<file path="config.mk">
export PLATFORM = sky130hd
export DESIGN_NAME = alu_pipe
export DESIGN_NICKNAME = d
export VERILOG_FILES = /design/src/rtl/alu_pipe.sv
export SDC_FILE = /design/constraint.sdc
export NUM_CORES = 2
export LEC_CHECK = 0
export CAP_MARGIN = 20
export CORE_MARGIN = 5
export CORE_UTILIZATION = 50
export DETAILED_ROUTE_END_ITERATION = 10
export PLACE_DENSITY = 0.67
export SETUP_SLACK_MARGIN = 0.4
export SLEW_MARGIN = 15
export SYNTH_ARGS = -nofsm -noshare
export SYNTH_HDL_FRONTEND = slang
export SYNTH_SLANG_ARGS = --single-unit
</file>
<file path="constraint.sdc">
create_clock -name clk -period 13.57 [get_ports clk]
set_input_delay 2.714 -clock clk [delete_from_list [all_inputs] [get_ports clk]]
set_output_delay 2.714 -clock clk [all_outputs]
set_load 0.005 [all_outputs]
</file>
<file path="src/rtl/alu_pipe.sv">
// alu_pipe: two-stage signed ALU with persistent MAD accumulator.
// S1 holds the accepted op; S2 is the output register under valid/ready.
module alu_pipe #(
  parameter int IN_W  = 32,
  parameter int OUT_W = 64,
  parameter int OP_W  = 3
) (
  input  logic                    clk,
  input  logic                    rst_n,
  input  logic                    in_valid,
  output logic                    in_ready,
  input  logic [OP_W-1:0]         op_code,
  input  logic signed [IN_W-1:0]  alu_in1,
  input  logic signed [IN_W-1:0]  alu_in2,
  output logic                    out_valid,
  input  logic                    out_ready,
  output logic signed [OUT_W-1:0] alu_out,
  output logic                    acc_ovf
);

  localparam logic [OP_W-1:0] OP_ADD = OP_W'(0);
  localparam logic [OP_W-1:0] OP_MUL = OP_W'(1);
  localparam logic [OP_W-1:0] OP_MAD = OP_W'(2);
  localparam logic [OP_W-1:0] OP_SUB = OP_W'(3);
  localparam logic [OP_W-1:0] OP_CLR = OP_W'(4);

  typedef struct packed {
    logic [OP_W-1:0] op;
    logic [IN_W-1:0] a;
    logic [IN_W-1:0] b;
  } s1_t;

  s1_t  s1;
  logic s1_valid;

  logic signed [OUT_W-1:0]  acc;
  logic signed [OUT_W-1:0]  a_x;
  logic signed [OUT_W-1:0]  b_x;
  logic signed [2*IN_W-1:0] prod_n;
  logic signed [OUT_W-1:0]  prod;
  logic signed [OUT_W-1:0]  sum;
  logic signed [OUT_W-1:0]  res;
  logic                     ovf;
  logic                     s2_free;
  logic                     exec;
  logic                     take;

  assign s2_free  = !out_valid || out_ready;
  assign in_ready = !s1_valid || s2_free;
  assign exec     = s1_valid && s2_free;
  assign take     = in_valid && in_ready;

  assign a_x    = OUT_W'($signed(s1.a));
  assign b_x    = OUT_W'($signed(s1.b));
  assign prod_n = (2*IN_W)'($signed(s1.a))
                * (2*IN_W)'($signed(s1.b));
  assign prod   = OUT_W'(prod_n);
  assign sum    = prod + acc;
  // Same-sign addends with a differing sum sign is a signed wrap.
  assign ovf    = (prod[OUT_W-1] == acc[OUT_W-1])
               && (sum[OUT_W-1] != prod[OUT_W-1]);

  always_comb begin
    res = '0;
    unique case (1'b1)
      (s1.op == OP_ADD): res = a_x + b_x;
      (s1.op == OP_SUB): res = a_x - b_x;
      (s1.op == OP_MUL): res = prod;
      (s1.op == OP_MAD): res = sum;
      default:           res = '0;
    endcase
  end

  always_ff @(posedge clk or negedge rst_n) begin
    if (!rst_n) begin
      s1        <= '0;
      s1_valid  <= 1'b0;
      out_valid <= 1'b0;
      alu_out   <= '0;
      acc       <= '0;
      acc_ovf   <= 1'b0;
    end else begin
      if (take) begin
        s1       <= '{op: op_code, a: alu_in1, b: alu_in2};
        s1_valid <= 1'b1;
      end else if (exec) begin
        s1_valid <= 1'b0;
      end
      if (s2_free) begin
        out_valid <= s1_valid;
      end
      if (exec) begin
        alu_out <= res;
        if (s1.op == OP_MAD) begin
          acc     <= sum;
          acc_ovf <= acc_ovf | ovf;
        end else if (s1.op == OP_CLR) begin
          acc     <= '0;
          acc_ovf <= 1'b0;
        end
      end
    end
  end

endmodule

</file>
Word-level counts from Yosys, hierarchy flattened

Index checks and enable logic that the tools add are counted.

Flip-flop bits (word level): 198
Word-level logic and storage cells: 37

$add $sub $neg: 3
$mul: 1
Eq/ne operators: 6
Multiplexer cells: 7
Bitwise logic cells: 1
Reductions and logical operators: 11

Operators by type and width:

| kind               | number |
|---|---|
| $pmux 64 s4        | 1 |
| $mux 64            | 2 |
| $add 64x64->64     | 1 |
| $mul 32x32->64     | 1 |
| $add 32x32->33     | 1 |
| $sub 32x32->33     | 1 |
| $eq 3x2->1 const B | 2 |
| $mux 1             | 4 |
| $reduce_bool 2->1  | 2 |
| $eq 3x1->1 const B | 1 |
| $eq 3x3->1 const B | 1 |
| $logic_and 1x1->1  | 3 |
| $logic_not 3->1    | 1 |
| $logic_not 1->1    | 2 |
| $logic_or 1x1->1   | 2 |
| $reduce_and 2->1   | 1 |
| $eq 1x1->1         | 1 |
| $ne 1x1->1         | 1 |
| $or 1x1->1         | 1 |

Longest topological paths before layout

Word-level depth: 6
Depth in mapped cells: 40
Gate-level depth less buffers: 38

Worst setup path before layout

OpenSTA, ideal clock, no wires.

Path type: register to register
From: register s1 (netlist bit a_x[31])
To: register alu_out[63]
Setup time: 0.087 ns
Arrival: 10.366 ns
Required time: 13.483 ns
Slack: 3.118 ns
Stages on the path, launching flop included: 34
Buffers on the path: 2
Period minus slack after synthesis: 10.452 ns
Cell sequence: dfrtp_1 -> clkbuf_1 -> clkinv_1 -> buf_1 -> nor2_1 -> fa_1 -> fa_1 -> fa_1 -> fa_1 -> inv_1 -> fa_1 -> inv_1 -> fa_1 -> fa_1 -> fa_1 -> ha_1 -> a21o_1 -> a21o_1 -> nor4_1 -> nor2_1 -> a211oi_1 -> o21bai_1 -> xor2_1 -> ha_1 -> and2_1 -> nand3_1 -> inv_1 -> a221o_1 -> a211o_1 -> a2111o_1 -> and2_4 -> or4_1 -> mux2_2 -> o211ai_1

Longest elaborated chain between the ends: 3
Elaborated cells between the ends (all ways): 5
Those cells by class: 3 x add/sub; 1 x mul; 1 x mux

RTL lines:

| what                   | RTL line | text |
|---|---|---|
| from (decl)            | 33       | `s1_t s1;` |
| from (signal assigned) | 84       | `s1 <= '{op: op_code, a: alu_in1, b: alu_in2};` |
| $mul 32x32->64         | 56       | `* (2*IN_W)'($signed(s1.b));` |
| $add 64x64->64         | 58       | `assign sum = prod + acc;` |
| $pmux 64 s4 (*)        | 65       | `unique case (1'b1)` |
| to (signal assigned)   | 93       | `alu_out <= res;` |
| to (decl)              | 17       | `output logic signed [OUT_W-1:0] alu_out,` |

Every way passes the cells marked *; elsewhere a longest branch is shown, timed or not.
A chain may end at the register's enable or synchronous reset.

Worst setup path in the final report

Same ends and word-level chain as after synthesis.

==> out/results.tsv <==
metric	value	unit
initial antenna violation count	6	
Slew @ Worst Pin	1.138	ns
Final Skew	0.03164	ns
CTS H-tree lvls	4	
commonest non-fill, non-tap cell in the layout	fa_1	
grt total ovfl	0	
post-synth cell types	74	
Post-synth EDFFs	0	
Critical Path AT	12.18	ns
Die Ht	329.9	um
clock root buffer	clkbuf_16	
Sum Neg Setup Slack	0	ns
starting DRC count in detailed routing	3102	
drt wl/cell	22.83	um
Max Slew Vio Count	0	
total CTS buffers	17	
Hold Path Origin	alu_out[46]$_DFFE_PN0P_	
Slew HR	0.2413	
Clock Latency Late Sink	0.53	ns
critical path class	flop to flop	
Pre-Repair DR Iteration Count	6	
synthesized net count	7152	
Worst Path Required	14.01	ns
vias in the first global route	42890	
P&R area growth vs syn	6.362	%
number of port buffers	137	
vias	40230	
Hold-fix buffers, CTS	0	
Final Wtd Congestion	0.9803	
slowest CP cell	fa_1	
# IOs	138	
Peak Freq	85.17	MHz
highest cell delay on the worst timing path	1.25	ns
CTS clock-pin slew for the worst setup and hold paths	0.11	ns
Sinks on Clock Net	198	
global-route wire length before repair	252.9	mm
non-filler cells, final	7001	
dpl cells	6968	
final hold slack	0.4915	ns
register area	0.004955	mm2
Reg2Reg Setup Slack	1.83	ns
multi-input logic area	0.04110	mm2
Setup crit end kind	flop	
asr flop ratio synth	1.000	
Critical R2R Launch	a_x[31]$_DFFE_PN0P_	
FF-to-FF path depth	31	
RSZ-0062 raised after global routing	no	
average size of a mapped cell	9.001	um2
post-detail-place hpwl	130.2	mm
mapped cell area	0.05115	mm2
Remaining DRCs	0	
period utilization	0.8652	
pin count of the biggest net entering global routing	107	
Fill cells	9362	
worst min-delay path category	flop to flop	
Initial Util	0.5028	
Worst R2R End	alu_out[63]$_DFFE_PN0P_	
Vias/cell	5.746	
Setup-failing EPs final	0	
clk buf depth	2	
dominant synthesized flop cell	dfrtp_1	
Chip Width	329.9	um
CTS tree	yes	
worst hold path cell count	1	
worst hold endpoint	alu_out[46]$_DFFE_PN0P_	
Post-CTS Resized	0	
layout cells sized above 1	0.03906	
most frequent CP cell	fa_1	
status	completed	
Cells after Synth	5683	
DRT Wirelength	159.9	mm
Post-DRT Antenna Nets	0	
register area share after synthesis	0.09686	
Worst path top cell family by delay	adder cells	
#FFs+latches synth	198	
Final min period	11.74	ns
Worst Path Buf+Inv	4	
CP max FO	17	
MaxCap Viol Count	0	
die area	0.1088	mm2
GRT Overall Usage	0.3033	
commonest non-fill, non-tap cells in the layout	fa_1 (1,085), inv_1 (1,053), nand2_1 (745), and2_1 (443), ha_1 (313)	
Cell Rows	117	
Nets	7088	
CP startpoint kind	flop	
Fin. Hold Viols	0	
Core Box Area	0.1017	mm2
Synth Warn #	0	
Setup Buffers After CTS	0	
[per-stage QoR]
stage	setup WS (ns)	cell area (um2)	util
after floorplan	3.118	51150	-
after global placement	2.215	53790	0.5287
after detailed placement	1.924	53790	0.5287
after CTS	1.851	54400	0.5347
after global routing	1.227	54400	0.5347
final	1.829	54410	0.5347
[cell usage after synthesis, types with 12 or more instances]
cell,number,area share
a221oi_1,18,0.0031
and2_1,445,0.054
a31oi_1,42,0.0051
clkbuf_1,300,0.022
xnor2_1,102,0.017
or3_1,16,0.0020
a21oi_1,229,0.022
a211oi_1,26,0.0038
mux2_2,71,0.016
a21o_1,80,0.012
o21bai_1,46,0.0068
nand2b_1,34,0.0042
nand3_1,26,0.0025
dfrtp_1,198,0.097
nand2_1,747,0.055
nand4_1,35,0.0043
o211ai_1,23,0.0034
nor2_1,248,0.018
o21ai_0,175,0.017
inv_1,1053,0.077
nor3_1,37,0.0036
o21a_1,21,0.0031
and3_1,13,0.0016
xor2_1,47,0.0080
a221o_1,17,0.0033
o31ai_1,40,0.0059
nor2b_1,26,0.0032
o221ai_1,12,0.0021
fa_1,1085,0.42
ha_1,313,0.077
[kinds of logic after synthesis]
kind of cell | synth area share
XOR/XNOR | 0.02551
flip-flops | 0.09686
AND/OR/NAND/NOR | 0.1540
AO/OA/AOI/OAI | 0.1054
adder cells (fa/ha/maj) | 0.5012
buffers and inverters | 0.1004
multiplexers | 0.01661
[worst max path at each step]
stage | from | end | cells past startpoint
after floorplan | a_x[31]$_DFFE_PN0P_ | alu_out[63]$_DFFE_PN0P_ | 33
after global placement | a_x[31]$_DFFE_PN0P_ | alu_out[63]$_DFFE_PN0P_ | 31
after detailed placement | a_x[31]$_DFFE_PN0P_ | alu_out[63]$_DFFE_PN0P_ | 31
after CTS | a_x[31]$_DFFE_PN0P_ | alu_out[63]$_DFFE_PN0P_ | 31
after global routing | a_x[31]$_DFFE_PN0P_ | alu_out[63]$_DFFE_PN0P_ | 31
final | a_x[31]$_DFFE_PN0P_ | alu_out[63]$_DFFE_PN0P_ | 31
[area by class of cell]
cell class	count	share of cell area
inverter	1056	0.07286
antenna	1	0.00004600
clock buffer	18	0.008072
tap	1368	0.03146
sequential	198	0.09107
multi-input combinational	4120	0.7554
clock inverter	14	0.003243
timing repair buffer	226	0.03781
[flip-flops by register name, summed over array words and instances, names as in the netlist]
signal	cells
a_x	32
acc	64
alu_out	64
s1	3
acc_ovf	1
s1_valid	1
out_valid	1
b_x	32
[layer usage]
layer  track usage  vias to the layer above  part of all wire
li1              -                    17450                 -
met1        0.3883                    20800              0.39
met2        0.5128                     1599              0.49
met3       0.05035                      370             0.074
met4        0.1299                        6             0.052
met5             0                        -           0.00026
[worst register-to-register path, delay by kind of cell, from the launching register on]
family	cells	cell delay (ns)
multiplexers	1	0.27
flip-flops	1	0.37
XOR/XNOR	1	0.24
AND/OR/NAND/NOR	7	1.98
adder cells (fa/ha/maj)	10	5.76
buffers and inverters	4	1.07
AO/OA/AOI/OAI	8	1.97
Power is not shown: default switching activity piles up to over one toggle a cycle in this logic, so the estimate is an artifact.
